===== src/rtl/imem_loader.sv =====
// Boot loader: streams instruction words into imem at consecutive
// word addresses, then releases the core reset so it starts at PC 0.
module imem_loader #(
    parameter int DEPTH       = 256,
    parameter int ADDR_W      = 8,
    parameter int HOLD_CYCLES = 4
) (
    input  logic              clock,
    input  logic              reset,
    input  logic              start,
    input  logic [ADDR_W:0]   load_len,
    input  logic [31:0]       in_data,
    input  logic              in_valid,
    output logic              in_ready,
    output logic              imem_we,
    output logic [31:0]       imem_addr,
    output logic [31:0]       imem_wdata,
    output logic              cpu_reset,
    output logic              busy,
    output logic              done,
    output logic              error,
    output logic [31:0]       checksum
);
    localparam logic [ADDR_W:0] DEPTH_L = (ADDR_W+1)'(DEPTH);
    localparam logic [7:0]      HOLD_LAST = 8'(HOLD_CYCLES - 1);

    typedef enum logic [1:0] {IDLE, LOAD, HOLD, RUN} state_t;

    state_t            state;
    state_t            state_nx;
    logic [ADDR_W:0]   len;
    logic [ADDR_W:0]   count;
    logic [7:0]        hold_cnt;
    logic [ADDR_W-1:0] wr_idx;
    logic              accept;
    logic              can_start;
    logic              len_ok;
    logic              last_word;
    logic              hold_end;

    assign accept    = in_valid && in_ready;
    assign can_start = start && (state == IDLE || state == RUN);
    assign len_ok    = (load_len != '0) && (load_len <= DEPTH_L);
    assign last_word = (count + 1'b1) == len;
    assign hold_end  = hold_cnt == HOLD_LAST;

    always_ff @(posedge clock or negedge reset) begin
        if (!reset) begin
            state <= IDLE;
        end else begin
            state <= state_nx;
        end
    end

    always_comb begin
        state_nx = state;
        unique case (state)
            IDLE, RUN: if (can_start && len_ok) state_nx = LOAD;
            LOAD:      if (accept && last_word) state_nx = HOLD;
            HOLD:      if (hold_end) state_nx = RUN;
            default:   state_nx = IDLE;
        endcase
    end

    always_comb begin
        in_ready  = 1'b0;
        cpu_reset = 1'b1;
        busy      = 1'b0;
        done      = 1'b0;
        unique case (state)
            LOAD: begin
                in_ready = 1'b1;
                busy     = 1'b1;
            end
            HOLD: busy = 1'b1;
            RUN: begin
                cpu_reset = 1'b0;
                done      = 1'b1;
            end
            default: ;
        endcase
    end

    // Write port is registered: the word accepted on one edge is
    // presented to imem during the following cycle.
    always_ff @(posedge clock or negedge reset) begin
        if (!reset) begin
            len        <= '0;
            count      <= '0;
            hold_cnt   <= '0;
            wr_idx     <= '0;
            imem_we    <= 1'b0;
            imem_wdata <= '0;
            checksum   <= '0;
            error      <= 1'b0;
        end else begin
            imem_we <= accept;
            if (accept) begin
                wr_idx     <= count[ADDR_W-1:0];
                imem_wdata <= in_data;
                count      <= count + 1'b1;
                checksum   <= checksum ^ in_data;
            end
            if (can_start) begin
                if (len_ok) begin
                    len      <= load_len;
                    count    <= '0;
                    checksum <= '0;
                    error    <= 1'b0;
                end else begin
                    error <= 1'b1;
                end
            end
            if (state == HOLD) begin
                hold_cnt <= hold_cnt + 1'b1;
            end else begin
                hold_cnt <= '0;
            end
        end
    end

    assign imem_addr = {{(30-ADDR_W){1'b0}}, wr_idx, 2'b00};

endmodule


===== config.mk =====
export PLATFORM = sky130hd
export DESIGN_NAME = imem_loader
export DESIGN_NICKNAME = d
export VERILOG_FILES = /design/src/rtl/imem_loader.sv
export SDC_FILE = /design/constraint.sdc
export NUM_CORES = 1
export LEC_CHECK = 0
export BUFFER_PORTS_ARGS = -buffer_cell sky130_fd_sc_hd__buf_2
export CORE_AREA = 2 2 127 129
export DETAILED_ROUTE_END_ITERATION = 7
export DIE_AREA = 0 0 129 131
export SETUP_SLACK_MARGIN = 0.02
export SLEW_MARGIN = 40
export SYNTH_ARGS = -nofsm -noshare
export SYNTH_HDL_FRONTEND = slang
export SYNTH_SLANG_ARGS = --single-unit

===== constraint.sdc =====
create_clock -name clock -period 4.5 [get_ports clock]
set_input_delay 0.45 -clock clock [delete_from_list [all_inputs] [get_ports clock]]
set_output_delay 0.45 -clock clock [all_outputs]
set_load 0.05 [all_outputs]

# Word level (Yosys, flattened, before mapping)

Cells that the tools add are included.

Register bits: 102
Latch bits: 0
Bits in writable memories: 0
Memory bits (read-only): 0
Bits of input ports: 45
Output and inout bits: 102
Word-level logic and storage cells: 49
Memories kept: 0

Add/subtract/negate cells: 2
$mul: 0
Divide/modulo/power cells: 0
Order comparisons: 1
Eq/ne operators: 8
Shift-type cells: 0
Muxes and demuxes: 16
Bitwise gates (word level): 1
Reductions and logical operators: 12

Operator list:

| operator                                                         | count |
|---|---|
| 32-bit 2-to-1 mux                                                | 3 |
| 32-bit XOR                                                       | 1 |
| 9-bit 2-to-1 mux                                                 | 3 |
| 9-bit by 1-bit adder with 9-bit output (second input constant)   | 1 |
| 9-bit == test                                                    | 1 |
| 9-bit less-or-equal comparator (second input constant)           | 1 |
| 9-bit nonzero test                                               | 1 |
| 8-bit by 1-bit adder with 8-bit output (second input constant)   | 1 |
| 8-bit by 2-bit == test with 1-bit output (second input constant) | 1 |
| 8-bit 2-to-1 mux                                                 | 1 |
| 2-bit 2-to-1 mux                                                 | 3 |
| 2-bit != test (second input constant)                            | 3 |
| 2-bit case mux with 3 select lines                               | 1 |
| 1-bit logical AND                                                | 5 |
| 1-bit 2-to-1 mux                                                 | 5 |
| 2-bit == test (second input constant)                            | 2 |
| 2-bit OR reduction                                               | 2 |
| 3-bit AND reduction                                              | 1 |
| 2-bit by 1-bit == test with 1-bit output (second input constant) | 1 |
| 2-bit logical NOT                                                | 1 |
| 2-bit AND reduction                                              | 1 |
| 1-bit logical OR                                                 | 1 |

# Longest topological paths before layout

Word-level depth: 6
Gate-level depth with buffers: 8
Depth with buffers taken out: 7

# Least setup slack after synthesis

No wires, ideal clock.

Path kind: register -> register
From: reg state[1]
To: reg state[0]
Library setup time: 0.079 ns
Arrival: 2.131 ns
Required time: 4.421 ns
Setup slack: 2.289 ns
Stages on the path, launching flop included: 8
Path buffers: 0
Clock period less this slack: 2.211 ns
Path through: dfrtp_1 -> inv_1 -> ha_1 -> nand2_1 -> nor4_1 -> o2111ai_1 -> a21oi_1 -> mux2i_1

Cells in the longest elaborated chain, start to end: 6
Elaborated cells on any way between the ends: 16
Classes of those cells: eq/ne (6); mux (2); reduce/logical (8)

RTL lines:

| item                                     | RTL line | RTL |
|---|---|---|
| start, declared                          | 29       | `state_t state;` |
| start signal, assigned                   | 51       | `state <= state_nx;` |
| 2-bit by 1-bit == test with 1-bit output | 70       | `unique case (state)` |
| 1-bit 2-to-1 mux                         | 70       |  |
| via in_ready                             | 14       | `output logic in_ready,` |
| 1-bit logical AND                        | 41       | `assign accept = in_valid && in_ready;` |
| 1-bit logical AND                        | 59       | `LOAD: if (accept && last_word) state_nx = HOLD;` |
| 2-bit != test (no line)                  | -        |  |
| 3-bit AND reduction (no line)            | -        |  |

The timed path passes the listed nets, and every way through them passes these cells.
A chain may end at the register's enable or synchronous reset.

# Worst setup path after layout

From: reg count[0]
To: reg state[0]

Cells in the longest elaborated chain, start to end: 5

RTL lines:

| item                                   | RTL line | RTL |
|---|---|---|
| start, declared                        | 32       | `logic [ADDR_W:0] count;` |
| start signal, assigned                 | 101      | `count <= count + 1'b1;` |
| 9-bit by 1-bit adder with 9-bit output | 44       | `assign last_word = (count + 1'b1) == len;` |
| 9-bit == test                          | 44       |  |
| 1-bit logical AND                      | 59       |  |
| 2-bit != test (no line)                | -        |  |
| 3-bit AND reduction (no line)          | -        |  |

Every way passes these cells.

==> qor.txt <==
Status -> finished, final reports clean
Final Max Slew Viols -> 0
Remaining DRCs -> 0
Wire length of the first global-routing pass -> 16820 um
Worst Hold Slack -> 91.75 ps
Util after Layout -> 0.3598
Vias -> 3320
Root buf cell -> clkbuf_16
Setup CP Type -> reg -> reg
Simple-gate portion of the synthesized area -> 0.1935
Synth area leaders -> dfrtp_1 56%, nand2_1 10%, xor2_1 7.4%
Row cnt -> 46
Fin. Hold Viols -> 0
Setup TNS Final -> 0 ps
Relative slew slack -> 0.4668
Most common cell after layout, fill and taps aside -> nand2_1
# setup viols final -> 0
Ys flop type -> dfrtp_1
#FFs+latches synth -> 102
H-tree depth -> 3
Die Y -> 131 um
Area Growth Syn to Fin -> 22.04%
Slowest stage delay, CP -> 450 ps
DIE WIDTH -> 129 um
YS warnings -> 0
Crit path max fanout -> 8
Cell Area, Placed -> 5290 um2
Ys async rst share -> 1.000
Initial antenna violation count -> 0
Sequential-to-total area share from yosys stat -> 0.5551
Post-synthesis mux area share -> 0.02966
Startpoint Class -> register
FMAX -> 423.0 MHz
Post-synthesis cell count -> 453
Combinational family with the most area after synthesis -> simple AND/OR/NAND/NOR gates
Number of synthesized flops with an enable pin -> 0
Synth Area in Compound Gates -> 0.03265
CTS clk-pin slew, worst paths -> 70 ps
Worst Setup End Kind -> register
Share of post-route cells with drive strength above 1 -> 0.2762
Gr ovfl total -> 0
DRT Wirelength -> 10150 um
CTS buffer count -> 9
Initial Util -> 0.2948
Antenna fix cells -> 0
Via density -> 4.213
RSZ-0062 raised after global routing -> false
Max VDD drop -> 423.7 uV
CTS resizes -> 0
Vias in the first global route -> 3381
Synth Area in Adders -> 0.01633
Clk sink count -> 102
Count of different cell masters after synthesis -> 46
Drt first pass iters -> 4
Fin Clk Skew -> 8.370 ps
Tcrit/Tclk final -> 0.5254
CORE AREA -> 15600 um2
Routed Antenna Nets -> 0
Layout Cells excl Fill -> 788
Avg Synthesized Cell Area -> 10.15 um2
Routed wire per std cell -> 12.89 um
Worst R2R Setup Slack -> 2140 ps
Arr. time, crit path -> 2630 ps
Tightest Pin Transition -> 798.6 ps
TritonCTS clock tree -> yes
Req. time, crit path -> 4770 ps
Tot GR Track Use -> 0.1262
CP max stage cell -> dfrtp_1
Share of the synthesized area in the top cell type -> 0.5551
Placed cell count -> 772
Critical path, cell by cell -> ha_1 > nand3_1 > or3_1 > a32oi_1 > o2111ai_1 > a21oi_1 > mux2i_1
Worst hold path class -> in -> async
# port buffers -> 122
Cell area after synthesis -> 4598 um2
Xor/xnor share of the synthesized area -> 0.1010
Max Root-Sink Buffers -> 2
Routability cong. -> 0.7577
Number of max-cap violations -> 0
HPWL reported at the end of detailed placement -> 7000 um
Die area -> 16900 um2
1st-iter DRT viols -> 146
Pwr per Cell Area -> 822.2 nW/um2
Most frequent cells in the layout -> 126 x nand2_1, 121 x buf_2, 102 x dfrtp_1
Final instance area -> 5612 um2
Worst-Skew Late Latency -> 350 ps
Pin count of the biggest net entering global routing -> 69
Lkg Pwr -> 2.973 nW
Post-CTS Setup Inserts -> 0
Yosys top cell by area -> dfrtp_1
Top-Level Pins -> 147
Layout Nets -> 618
Cts-stage hold buffer count -> 0
Minimum clock period -> 2364 ps
where the power goes:
| part | internal [mW] | switching, mW |
|---|---|---|
| sequential | 1.26 | 0.247 |
| combinational | 0.573 | 1.69 |
| clock | 0.492 | 0.353 |
| total | 2.33 | 2.29 |
final cells by class:
cell class,instances,area [um2]
timing repair buffer,125,639.4
clock buffer,10,229.0
fill,1586,9986
inverter,5,18.77
clock inverter,6,92.59
sequential,102,2552
multi-input combinational,324,1809
tap,216,270.3
per-layer routing:
layer	vias up	GRT usage	wire, um
li1	1609	-	-
met1	1607	0.1652	4671
met2	92	0.2048	4832
met3	12	0.02647	468
met4	0	0.05179	181
met5	-	0	0
worst paths after layout:
path	endpoint	cells past startpoint	from
min in group clock	imem_wdata[2]$_DFFE_PN0P_	3	in_data[2]
min reg2reg	hold_cnt[0]$_DFF_PN0_	1	hold_cnt[0]$_DFF_PN0_
max in group asynchronous	imem_wdata[13]$_DFFE_PN0P_	2	reset
max reg2reg	state[0]$_DFFE_PN0P_	7	count[0]$_DFF_PN0_
min	len[3]$_DFFE_PN0P_	1	reset
max	state[0]$_DFFE_PN0P_	7	count[0]$_DFF_PN0_
sequential cells by signal, indices dropped and copies added (netlist names):
signal / flops
wr_idx: 8
imem_we: 1
count: 9
imem_wdata: 32
error: 1
len: 9
hold_cnt: 8
checksum: 32
state: 2
per-stage QoR:
step	total power, mW	setup WS [ps]
after CTS	4.680	2115
after detailed placement	3.807	1864
after floorplan	3.295	2289
final	4.614	2136
after global placement	3.758	1928
after global routing	4.897	1922
Yosys cell counts, drive strengths merged, types with 2 or more instances:
| library cell | n |
|---|---|
| inv | 5 |
| mux2 | 9 |
| o2111ai | 2 |
| xnor2 | 14 |
| nor2b | 5 |
| o21ai | 4 |
| or4 | 2 |
| dfrtp | 102 |
| and2 | 7 |
| clkbuf | 11 |
| mux2i | 2 |
| or2 | 2 |
| and3 | 4 |
| a21oi | 6 |
| xor2 | 39 |
| nor2 | 41 |
| or3 | 4 |
| nand2b | 2 |
| buf | 34 |
| nand3 | 8 |
| nand2 | 127 |
| ha | 6 |
critical path: cells and delay by family (launching register included):
kind	cells	cell delay [ps]
flops	1	450
simple gates	2	600
compound gates	3	630
mux	1	230
fa+ha+maj	1	360
kinds of logic (layout without fill, tap and decap cells):
kind of cell / Yosys count / count (layout)
flops: 102 / 102
compound gates: 21 / 21
xor+xnor: 53 / 53
buf+inv: 50 / 146
simple gates: 209 / 209
other cells: 1 / 24
fa+ha+maj: 6 / 6
mux: 11 / 11
(Power assumes the default switching activity.)
